[config.mk]
export PLATFORM = sky130hd
export DESIGN_NAME = mem_arbiter
export DESIGN_NICKNAME = d
export VERILOG_FILES = /design/src/rtl/risc_v_pkg.sv /design/src/rtl/mem_arbiter.sv
export SDC_FILE = /design/constraint.sdc
export NUM_CORES = 1
export LEC_CHECK = 0
export CAP_MARGIN = 20
export CORE_AREA = 2 2 102 104
export CTS_CLUSTER_SIZE = 10
export DETAILED_ROUTE_END_ITERATION = 6
export DIE_AREA = 0 0 104 106
export PLACE_DENSITY = 0.86
export SLEW_MARGIN = 0
export SYNTH_ARGS = -nofsm -noshare
export SYNTH_HDL_FRONTEND = slang
export SYNTH_SLANG_ARGS = --single-unit
[constraint.sdc]
create_clock -name clk_i -period 5.2 [get_ports clk_i]
set_input_delay 0.52 -clock clk_i [delete_from_list [all_inputs] [get_ports clk_i]]
set_output_delay 0.52 -clock clk_i [all_outputs]
set_load 0.02 [all_outputs]
[src/rtl/risc_v_pkg.sv]
// Shared RISC-V core definitions: base opcodes and memory-arbiter state encoding.
package risc_v_pkg;

    localparam logic [6:0] OPC_LOAD   = 7'b0000011;
    localparam logic [6:0] OPC_STORE  = 7'b0100011;
    localparam logic [6:0] OPC_OP_IMM = 7'b0010011;
    localparam logic [6:0] OPC_OP     = 7'b0110011;
    localparam logic [6:0] OPC_BRANCH = 7'b1100011;
    localparam logic [6:0] OPC_JAL    = 7'b1101111;
    localparam logic [6:0] OPC_JALR   = 7'b1100111;
    localparam logic [6:0] OPC_LUI    = 7'b0110111;
    localparam logic [6:0] OPC_AUIPC  = 7'b0010111;

    typedef enum logic [1:0] {
        IDLE    = 2'd0,
        IF_BUSY = 2'd1,
        D_BUSY  = 2'd2
    } arb_state_t;

endpackage

[src/rtl/mem_arbiter.sv]
// Two-requester (fetch/data) single-port memory arbiter: data wins by default,
// fetch is forced through after STARVE_LIM consecutive data grants.
module mem_arbiter
    import risc_v_pkg::*;
#(
    parameter int unsigned ADDR_W     = 32,
    parameter int unsigned DATA_W     = 32,
    parameter int unsigned STARVE_LIM = 4
) (
    input  logic              clk_i,
    input  logic              rst_i,
    input  logic              if_req_i,
    input  logic [ADDR_W-1:0] if_addr_i,
    output logic              if_ack_o,
    output logic [DATA_W-1:0] if_rdata_o,
    input  logic              d_req_i,
    input  logic              d_wr_en_i,
    input  logic [ADDR_W-1:0] d_addr_i,
    input  logic [DATA_W-1:0] d_wdata_i,
    output logic              d_ack_o,
    output logic [DATA_W-1:0] d_rdata_o,
    output logic              mem_rd_en_o,
    output logic              mem_wr_en_o,
    output logic [ADDR_W-1:0] mem_addr_o,
    output logic [DATA_W-1:0] mem_wdata_o,
    input  logic              mem_ack_i,
    input  logic [DATA_W-1:0] mem_rdata_i
);

    // A zero limit still needs one counter bit; it simply never leaves zero.
    localparam int unsigned CNT_W = (STARVE_LIM == 0) ? 1 : $clog2(STARVE_LIM + 1);
    localparam logic [CNT_W-1:0] CNT_MAX = CNT_W'(STARVE_LIM);

    arb_state_t        state_q, state_d;
    logic [CNT_W-1:0]  cnt_q, cnt_d;
    logic [ADDR_W-1:0] addr_q, addr_d;
    logic [DATA_W-1:0] wdata_q, wdata_d;
    logic              wr_q, wr_d;
    logic              starved;

    assign starved = if_req_i && (cnt_q == CNT_MAX);

    // Next-state, grant capture and same-cycle ack forwarding.
    always_comb begin
        state_d    = state_q;
        cnt_d      = cnt_q;
        addr_d     = addr_q;
        wdata_d    = wdata_q;
        wr_d       = wr_q;
        if_ack_o   = 1'b0;
        d_ack_o    = 1'b0;
        if_rdata_o = '0;
        d_rdata_o  = '0;
        case (state_q)
            IDLE: begin
                if (!if_req_i) begin
                    cnt_d = '0;
                end
                if (d_req_i && !starved) begin
                    state_d = D_BUSY;
                    addr_d  = d_addr_i;
                    wdata_d = d_wdata_i;
                    wr_d    = d_wr_en_i;
                    // Not starved with fetch waiting implies cnt_q < CNT_MAX.
                    if (if_req_i) begin
                        cnt_d = cnt_q + CNT_W'(1);
                    end
                end else if (if_req_i) begin
                    state_d = IF_BUSY;
                    addr_d  = if_addr_i;
                    wdata_d = '0;
                    wr_d    = 1'b0;
                    cnt_d   = '0;
                end
            end
            IF_BUSY: begin
                if (mem_ack_i) begin
                    if_ack_o   = 1'b1;
                    if_rdata_o = mem_rdata_i;
                    state_d    = IDLE;
                end
            end
            D_BUSY: begin
                if (mem_ack_i) begin
                    d_ack_o   = 1'b1;
                    d_rdata_o = mem_rdata_i;
                    state_d   = IDLE;
                end
            end
            default: begin
                state_d = IDLE;
            end
        endcase
    end

    always_ff @(posedge clk_i or posedge rst_i) begin
        if (rst_i) begin
            state_q <= IDLE;
            cnt_q   <= '0;
            addr_q  <= '0;
            wdata_q <= '0;
            wr_q    <= 1'b0;
        end else begin
            state_q <= state_d;
            cnt_q   <= cnt_d;
            addr_q  <= addr_d;
            wdata_q <= wdata_d;
            wr_q    <= wr_d;
        end
    end

    // Strobes decode straight from registered state so they are glitch-free.
    assign mem_rd_en_o = (state_q == IF_BUSY) || ((state_q == D_BUSY) && !wr_q);
    assign mem_wr_en_o = (state_q == D_BUSY) && wr_q;
    assign mem_addr_o  = addr_q;
    assign mem_wdata_o = wdata_q;

endmodule

# Yosys cells after proc, flatten, opt, wreduce, memory -nomap -nowiden
# Cells that the tools add are included.
[totals]
reg_bits = 70
in_bits = 134
out_inout_bits = 132
wordCells = 41
[op_classes]
n_addsub = 1
n_eq_ne = 5
n_mux = 18
reduce_logical = 12
[op_table]
columns = ["operator", "count"]
rows = [
  ["$mux 32", 7],
  ["$mux 2", 3],
  ["$mux 3", 2],
  ["$mux 1", 5],
  ["$logic_and 1x1->1", 4],
  ["$pmux 2 s2", 1],
  ["$reduce_and 2->1", 2],
  ["$add 3x1->3 const B", 1],
  ["$eq 3x3->1 const B", 1],
  ["$ne 3x3->1 const B", 1],
  ["$eq 2x1->1 const B", 1],
  ["$eq 2x2->1 const B", 1],
  ["$logic_not 1->1", 2],
  ["$logic_not 2->1", 1],
  ["$ne 2x1->1 const B", 1],
  ["$reduce_bool 2->1", 1],
  ["$reduce_or 2->1", 1],
  ["$logic_or 1x1->1", 1],
]

# Longest topological paths before layout
# Gate-level depths: netlist (run 1).
[logic_depth]
depth_word = 6
depth_mapped = 8
ltp_nobuf = 5

# Worst setup path before layout (run 1)
# OpenSTA, ideal clock, no wires.
[synth_path]
kind = "input to output"
from = "in mem_ack_i"
to = "out d_rdata_o[0]"
t_arrival_ns = 1.213
required_time_ns = 4.680
setup_slack_ns = 3.467
path_stages = 3
path_buffers = 2
path_cell_list = "clkbuf_1 clkbuf_1 and3_1"
[synth_between]
elab_chain_cells = 2
[synth_rtl]
columns = ["element", "line_no", "source"]
rows = [
  ["start, declared", "mem_arbiter.sv:26", "input logic mem_ack_i,"],
  ["$mux 32", "mem_arbiter.sv:84", "if (mem_ack_i) begin"],
  ["$mux 32", "mem_arbiter.sv:54", "case (state_q)"],
  ["end, declared", "mem_arbiter.sv:21", "output logic [DATA_W-1:0] d_rdata_o,"],
]
# Every way passes these cells.

# Worst setup path after layout (run 1)
[layout_path]
from = "reg state_q[0]"
to = "out d_rdata_o[20]"
[layout_between]
elab_chain_cells = 2
[layout_rtl]
columns = ["element", "line_no", "source"]
rows = [
  ["start, declared", "mem_arbiter.sv:34", "arb_state_t state_q, state_d;"],
  ["start signal, assigned", "mem_arbiter.sv:104", "state_q <= state_d;"],
  ["$eq 2x2->1", "mem_arbiter.sv:54", ""],
  ["$mux 32", "mem_arbiter.sv:54", ""],
]
# Every way passes these cells.

==> insert_results.sql, run 1 <==
INSERT INTO impl_metrics (metric_group, metric, value, unit) VALUES
('floorplanning', 'boundaryPins', '266', ''),
('setup_path', 'slowest_delay', '0.77', 'ns'),
('setup_path', 'crit_family', 'adder cells', ''),
('drt', 'post_drt_wl_per_cell', '16.3', 'um'),
('setup_path', 'worstPathCellList', 'inv_1 > ha_1 > and3_1 > clkdlybuf4s50_1', ''),
('yosys', 'synthesis.instances', '441', ''),
('yosys', 'post-synth-top-area-cell', 'dfrtp_1', ''),
('clock_tree', 'post_cts_clock_slew_at_the_launch_and_capture_registers_of_the_worst_setup_and_hold_paths', '0.08', 'ns'),
('clock_tree', 'cts.repair_timing.setup_buffer_count', '0', ''),
('floorplanning', 'initial_utilization', '37.0', '%'),
('place', 'number_of_buffer_cells_added_on_primary_ports', '265', ''),
('layout', 'nFillCells', '830', ''),
('yosys', 'synth-seq-area-share', '47.3', '%'),
('drt', 'dr.first_iter.drc_count', '235', ''),
('drt', 'drt-total-wl', '13400', 'um'),
('clock_tree', 'postCtsHoldBufs', '0', ''),
('floorplanning', 'fp.coreArea', '10000', 'sq um'),
('timing', 'skew', '0.00908', 'ns'),
('yosys', 'synth.yosys.warnings', '0', ''),
('timing', 'setup_tns', '0', 'ns'),
('grt', 'grt_pass1_vias', '4067', ''),
('setup_path', 'slowest_stage', 'ha_1', ''),
('clock_tree', 'ctsResizeCount', '0', ''),
('timing', 'rsz_0062_raised_after_global_routing', 'false', ''),
('setup_path', 'crit_arrival', '2.50', 'ns'),
('setup_path', 'critical_path.reg2reg.startpoint', 'cnt_q[1]', ''),
('setup_path', 'critical_path_depth', '4', ''),
('power', 'vdd.ir_drop.worst', '275', 'uV'),
('setup_path', 'worst_setup_path_start_kind', 'flip-flop', ''),
('place', 'post_detailed_placement_half_perimeter_wirelength', '9850', 'um'),
('setup_path', 'crit_fanout', '35', ''),
('clock_tree', 'clock_tree_from_tritoncts', 'yes', ''),
('clock_tree', 'cts_htree_levels', '3', ''),
('clock_tree', 'number_of_buffers_created_by_cts', '9', ''),
('timing', 'worstMarginPinSlew', '0.988', 'ns'),
('layout', 'finalNetCount', '817', ''),
('place', 'globalplace.congestion', '0.815', ''),
('place', 'dpl-instance-area', '6400', 'sq um'),
('grt', 'globalRoute.totalOverflow', '0', ''),
('clock_tree', 'max-clock-path-buffers', '2', ''),
('timing', 'timing.final.setup_violations', '0', ''),
('setup_path', 'cp.buffers_inverters', '2', ''),
('setup_path', 'worstPathRequired', '4.68', 'ns'),
('timing', 'max_freq', '332', 'MHz'),
('timing', 'slew-limit-headroom', '34.0', '%'),
('drt', 'drt-vias-per-instance', '5.14', ''),
('grt', 'first_pass_grt_wire_length', '20700', 'um'),
('grt', 'grt_max_degree', '71', ''),
('setup_path', 'critPathKind', 'flip-flop to output port', ''),
('job', 'max_cap_violations', '0', ''),
('yosys', 'synth_area', '3700', 'sq um'),
('floorplanning', 'num_rows', '37', ''),
('timing', 'post-route-min-period', '3.02', 'ns'),
('power', 'p_leak', '2.87', 'nW'),
('hold_path', 'end_of_the_worst_hold_path', 'mem_wdata_o[17]', ''),
('grt', 'global_route.usage.total', '23.2', '%'),
('layout', 'final_standard_cell_area_without_fillers', '6610', 'sq um'),
('setup_path', 'reg2reg_setup_slack', '2.84', 'ns'),
('hold_path', 'min_path_type', 'flip-flop to flip-flop', ''),
('drt', 'via_count', '4221', ''),
('yosys', 'synth_cell_type_count', '27', ''),
('layout', 'final_core_util', '66.1', '%'),
('layout', 'layout-drive-gt1-share', '4.10', '%'),
('hold_path', 'hold-path-cell-count', '2', ''),
('floorplanning', 'die_w', '104', 'um'),
('power', 'power.density', '514', 'nW/um^2'),
('drt', 'drc', '0', ''),
('run_status', 'run_status', 'complete, no violations', ''),
('yosys', 'synth_top_area_share', '47.3', '%'),
('drt', 'detail_route.first_pass.iterations', '5', ''),
('yosys', 'syn_nets', '580', '');
==> worst reg2reg max path, stage by stage (launching register included) <==
cell     delay, ns
dfrtp_1       0.39
inv_1         0.10
ha_1          0.19
nand3_4       0.34
nand2_1       0.91
o21ai_0       0.26
==> area by class of cell <==
cell class                 count  area [sq um]  share of cell area (%)
inverter                       7          26.3                   0.398
clock buffer                  10           128                    1.93
multi-input combinational    318          1720                    26.1
timing repair buffer         272          2720                    41.2
sequential                    70          1750                    26.5
clock inverter                 6          86.3                    1.31
antenna                        2          5.00                  0.0757
tap                          136           170                    2.57
==> routing by layer <==
metal	up-vias	track usage (%)	wire length (um)
met2	222	42.4	6840
met5	-	0	0
met4	0	8.78	355
met3	20	5.76	1060
li1	2007	-	-
met1	1972	26.2	5120
==> metrics by stage <==
stage | hold WS (ns) | instances | setup slack [ns] | power, W
after CTS | 0.488 | 819 | 1.79 | 0.00342
after detailed placement | 0.469 | 803 | 1.80 | 0.00294
after global routing | 0.513 | 821 | 2.01 | 0.00360
after global placement | 0.464 | 801 | 1.89 | 0.00287
after floorplan | 0.522 | 441 | 2.91 | 0.00200
final | 0.484 | 821 | 2.18 | 0.00340
==> logic make-up (layout without fill, tap and decap cells) <==
family                   count (synthesis)  count (layout)  share of synthesized area (%)
AND/OR/NAND/NOR                        238             238                           31.5
other                                    0               2                              0
flip-flops                              70              70                           47.3
adder cells (fa/ha/maj)                  5               5                           1.69
buffers and inverters                   53             295                           6.55
AO/OA/AOI/OAI                           73              73                           12.4
multiplexers                             2               2                          0.574
==> flip-flops by register name (all words and copies together) (netlist names) <==
name         count
cnt_q            3
state_q          2
mem_addr_o      32
mem_wdata_o     32
wr_q             1
==> synthesized netlist by cell type <==
library cell,count
nor2_1,1
a21oi_1,1
nand3_1,1
buf_1,1
a21o_1,1
and2_1,4
mux2i_1,1
o211ai_1,32
o21ai_0,28
nand4_1,33
inv_1,7
ha_1,5
nand3_4,1
o21ai_1,6
clkbuf_1,27
nor2b_1,1
buf_6,3
buf_4,1
and3_1,64
nand4b_1,1
o22ai_1,3
mux2_2,1
dfrtp_1,70
nand2_1,132
o32ai_1,1
buf_2,14
o21a_1,1
==> where the power goes <==
part / switching [W] / internal (W)
clock network: 0.000207 / 0.000270
registers: 0.000143 / 0.000805
logic: 0.00110 / 0.000876
total: 0.00145 / 0.00195
==> worst max path at each step <==
stage / startpoint / end / slack, ns
global placement: mem_ack_i / if_rdata_o[4] / 1.89
floorplan: rst_i / cnt_q[0] / 2.91
global route: state_q[0] / d_rdata_o[17] / 2.01
CTS: mem_ack_i / d_rdata_o[8] / 1.79
detailed placement: mem_ack_i / d_rdata_o[8] / 1.80
finish: state_q[0] / d_rdata_o[20] / 2.18
==> placed cells by master, fill, tap and decap left out, types with 2 or more instances in the layout <==
cell type and count:
o22ai_1 3, o21ai_1 6, o211ai_1 32, inv_1 6
and3_1 64, clkdlybuf4s50_1 264, diode_2 2, bufinv_16 2
and2_1 4, ha_1 5, clkinv_2 2, buf_4 5
nand4_1 33, nand2_1 132, dfrtp_1 70, o21ai_0 27
clkbuf_8 9
Note: power is estimated with default switching activity, not from simulation.
==> inputs of run 2 (changes only) <==
--- a/config.mk
+++ b/config.mk
@@ -6,11 +6,10 @@
 export NUM_CORES = 1
 export LEC_CHECK = 0
 export CAP_MARGIN = 20
-export CORE_AREA = 2 2 102 104
+export CORE_UTILIZATION = 35
 export CTS_CLUSTER_SIZE = 10
 export DETAILED_ROUTE_END_ITERATION = 6
-export DIE_AREA = 0 0 104 106
-export PLACE_DENSITY = 0.86
+export PLACE_DENSITY = 0.81
 export SLEW_MARGIN = 0
 export SYNTH_ARGS = -nofsm -noshare
 export SYNTH_HDL_FRONTEND = slang
==> constraint.sdc (replaced) <==
create_clock -name clk_i -period 3.15 [get_ports clk_i]
set_input_delay 0.315 -clock clk_i [delete_from_list [all_inputs] [get_ports clk_i]]
set_output_delay 0.315 -clock clk_i [all_outputs]
set_load 0.02 [all_outputs]
==> run 2 against run 1 <==
Net effect: sequential power is 65% higher; design area is 0.57% higher; via count is 0.14% lower; power is 64% higher; combinational power is 67% higher; sequential cell count stayed put; routed wire length is 0.94% higher; critical endpoint is now if_rdata_o[3].
==> insert_results.sql, run 2 (synthesis results as in run 1) <==
INSERT INTO impl_metrics (metric_group, metric, value, unit) VALUES
('grt', 'first_pass_grt_wire_length', '21300', 'um'),
('grt', 'number_of_antenna_violations_at_the_first_check_in_global_routing', '2', ''),
('clock_tree', 'post_cts_clock_slew_at_the_launch_and_capture_registers_of_the_worst_setup_and_hold_paths', '0.09', 'ns'),
('floorplanning', 'num_rows', '37', ''),
('grt', 'global_route.usage.total', '24.5', '%'),
('layout', 'area_growth_syn_to_layout', '79.4', '%'),
('clock_tree', 'postCtsHoldBufs', '0', ''),
('power', 'p_leak', '2.89', 'nW'),
('drt', 'detail_route.first_pass.iterations', '4', ''),
('drt', 'via_count', '4215', ''),
('clock_tree', 'number_of_buffers_created_by_cts', '9', ''),
('setup_path', 'crit_family', 'adder cells', ''),
('drt', 'drt-vias-per-instance', '5.10', ''),
('clock_tree', 'root_buffer', 'clkbuf_8', ''),
('clock_tree', 'max-clock-path-buffers', '2', ''),
('clock_tree', 'clock_tree_from_tritoncts', 'yes', ''),
('clock_tree', 'worst_skew_pair.late_latency', '0.35', 'ns'),
('setup_path', 'timing.reg2reg.worst_path_depth', '7', ''),
('layout', 'layout_commonest_cell', 'clkdlybuf4s50_1', ''),
('setup_path', 'critical_path_depth', '4', ''),
('layout', 'finalNetCount', '822', ''),
('setup_path', 'worstPathRequired', '2.83', 'ns'),
('place', 'post_detailed_placement_half_perimeter_wirelength', '10000', 'um'),
('floorplanning', 'die_h', '105', 'um'),
('setup_path', 'reg2reg_setup_slack', '1.29', 'ns'),
('layout', 'layout_common_cells', 'clkdlybuf4s50_1, nand2_1, dfrtp_1, and3_1, nand4_1', ''),
('layout', 'ff_latch_area', '1750', 'sq um'),
('power', 'power.total', '0.00559', 'W'),
('floorplanning', 'die_w', '105', 'um'),
('layout', 'total_area_of_multi_input_combinational_cells', '1720', 'sq um'),
('timing', 'setup_tns', '0', 'ns'),
('floorplanning', 'boundaryPins', '266', ''),
('power', 'power.density', '840', 'nW/um^2'),
('setup_path', 'cp.buffers_inverters', '2', ''),
('timing', 'final-hold-violation-count', '0', ''),
('setup_path', 'crit_arrival', '2.46', 'ns'),
('setup_path', 'worst_setup_path_start_kind', 'flip-flop', ''),
('setup_path', 'critPathKind', 'flip-flop to output port', ''),
('grt', 'grt_pass1_vias', '4204', ''),
('job', 'max_cap_violations', '0', ''),
('floorplanning', 'initial_utilization', '36.0', '%'),
('timing', 'max_freq', '360', 'MHz'),
('place', 'dpl-instance-area', '6450', 'sq um'),
('timing', 'hold-worst-slack', '0.279', 'ns'),
('setup_path', 'slowest_delay', '0.75', 'ns'),
('hold_path', 'min_path_type', 'input port to asynchronous set/reset pin', ''),
('layout', 'final_standard_cell_area_without_fillers', '6650', 'sq um'),
('setup_path', 'slowest_stage', 'ha_1', ''),
('drt', 'dr.first_iter.drc_count', '295', ''),
('setup_path', 'cp_endpoint_kind', 'output port', ''),
('place', 'number_of_buffer_cells_added_on_primary_ports', '265', ''),
('clock_tree', 'ctsResizeCount', '0', ''),
('run_status', 'run_status', 'complete, no violations', ''),
('drt', 'drc', '0', ''),
('clock_tree', 'clock_sinks', '70', ''),
('power', 'vdd.ir_drop.worst', '399', 'uV'),
('timing', 'timing.final.setup_violations', '0', ''),
('timing', 'post-route-min-period', '2.78', 'ns'),
('timing', 'layout_worst_path_cycle_share', '88.1', '%'),
('floorplanning', 'fp.dieArea', '11000', 'sq um'),
('floorplanning', 'fp.coreArea', '10300', 'sq um'),
('place', 'globalplace.congestion', '0.878', ''),
('drt', 'drt.antenna.violating_nets', '0', ''),
('grt', 'grt_max_degree', '68', ''),
('timing', 'skew', '0.0202', 'ns'),
('layout', 'layout-drive-gt1-share', '4.80', '%'),
('setup_path', 'crit_fanout', '34', ''),
('grt', 'globalRoute.totalOverflow', '0', ''),
('setup_path', 'critical_path.reg2reg.startpoint', 'state_q[0]', ''),
('drt', 'drt-total-wl', '13500', 'um'),
('clock_tree', 'cts_htree_levels', '3', ''),
('layout', 'nFillCells', '872', ''),
('clock_tree', 'cts.repair_timing.setup_buffer_count', '0', ''),
('timing', 'rsz_0062_raised_after_global_routing', 'false', ''),
('setup_path', 'crit-reg2reg-capture', 'mem_wdata_o[8]', ''),
('drt', 'post_drt_wl_per_cell', '16.3', 'um'),
('timing', 'worstMarginPinSlew', '0.893', 'ns'),
('timing', 'slew_viol_final', '0', ''),
('setup_path', 'worstPathCellList', 'inv_1 > ha_1 > and3_1 > clkdlybuf4s50_1', ''),
('timing', 'slew-limit-headroom', '40.5', '%');
## run 2: layout make-up
cell class | count | share of cell area [%]
Multi-Input combinational cell | 318 | 25.9
Antenna cell | 2 | 0.0753
Timing Repair Buffer | 277 | 41.7
Clock buffer | 9 | 1.86
Sequential cell | 70 | 26.4
Clock inverter | 7 | 1.09
Inverter | 7 | 0.395
Tap cell | 136 | 2.56
## run 2: worst reg2reg max path, stage by stage, from the launching register on
cell	delay, ns
dfrtp_1	0.38
inv_1	0.11
ha_1	0.18
buf_4	0.28
o21a_2	0.22
buf_12	0.27
nand2_1	0.15
o21ai_0	0.19
## run 2: worst max-delay path by stage
| stage | end | from |
|---|---|---|
| after global placement | mem_addr_o[17] | if_req_i |
| final | if_rdata_o[3] | state_q[1] |
| after global routing | if_rdata_o[31] | state_q[1] |
| after floorplan | cnt_q[0] | rst_i |
| after CTS | if_rdata_o[19] | state_q[1] |
| after detailed placement | if_rdata_o[19] | state_q[1] |
## run 2: per-layer routing
metal,vias up,track usage (%),wire (um)
li1,2016,-,-
met1,1975,27.2,5290
met2,196,45.5,6940
met3,28,4.93,879
met4,0,10.1,389
met5,-,0,0
## run 2: report_power, final
part | total (W) | switching [W] | internal [W]
clock network | 0.000731 | 0.000364 | 0.000367
logic | 0.00329 | 0.00181 | 0.00148
registers | 0.00156 | 0.000236 | 0.00133
total | 0.00559 | 0.00241 | 0.00318
## run 2: per-stage QoR
step	setup slack [ns]	cells	util, %
3_5_place_dp	0.727	808	62.7
5_1_grt	0.195	826	64.7
2_1_floorplan	1.07	441	-
4_1_cts	0.358	824	64.6
3_3_place_gp	0.742	807	62.6
6_report	0.374	826	64.7
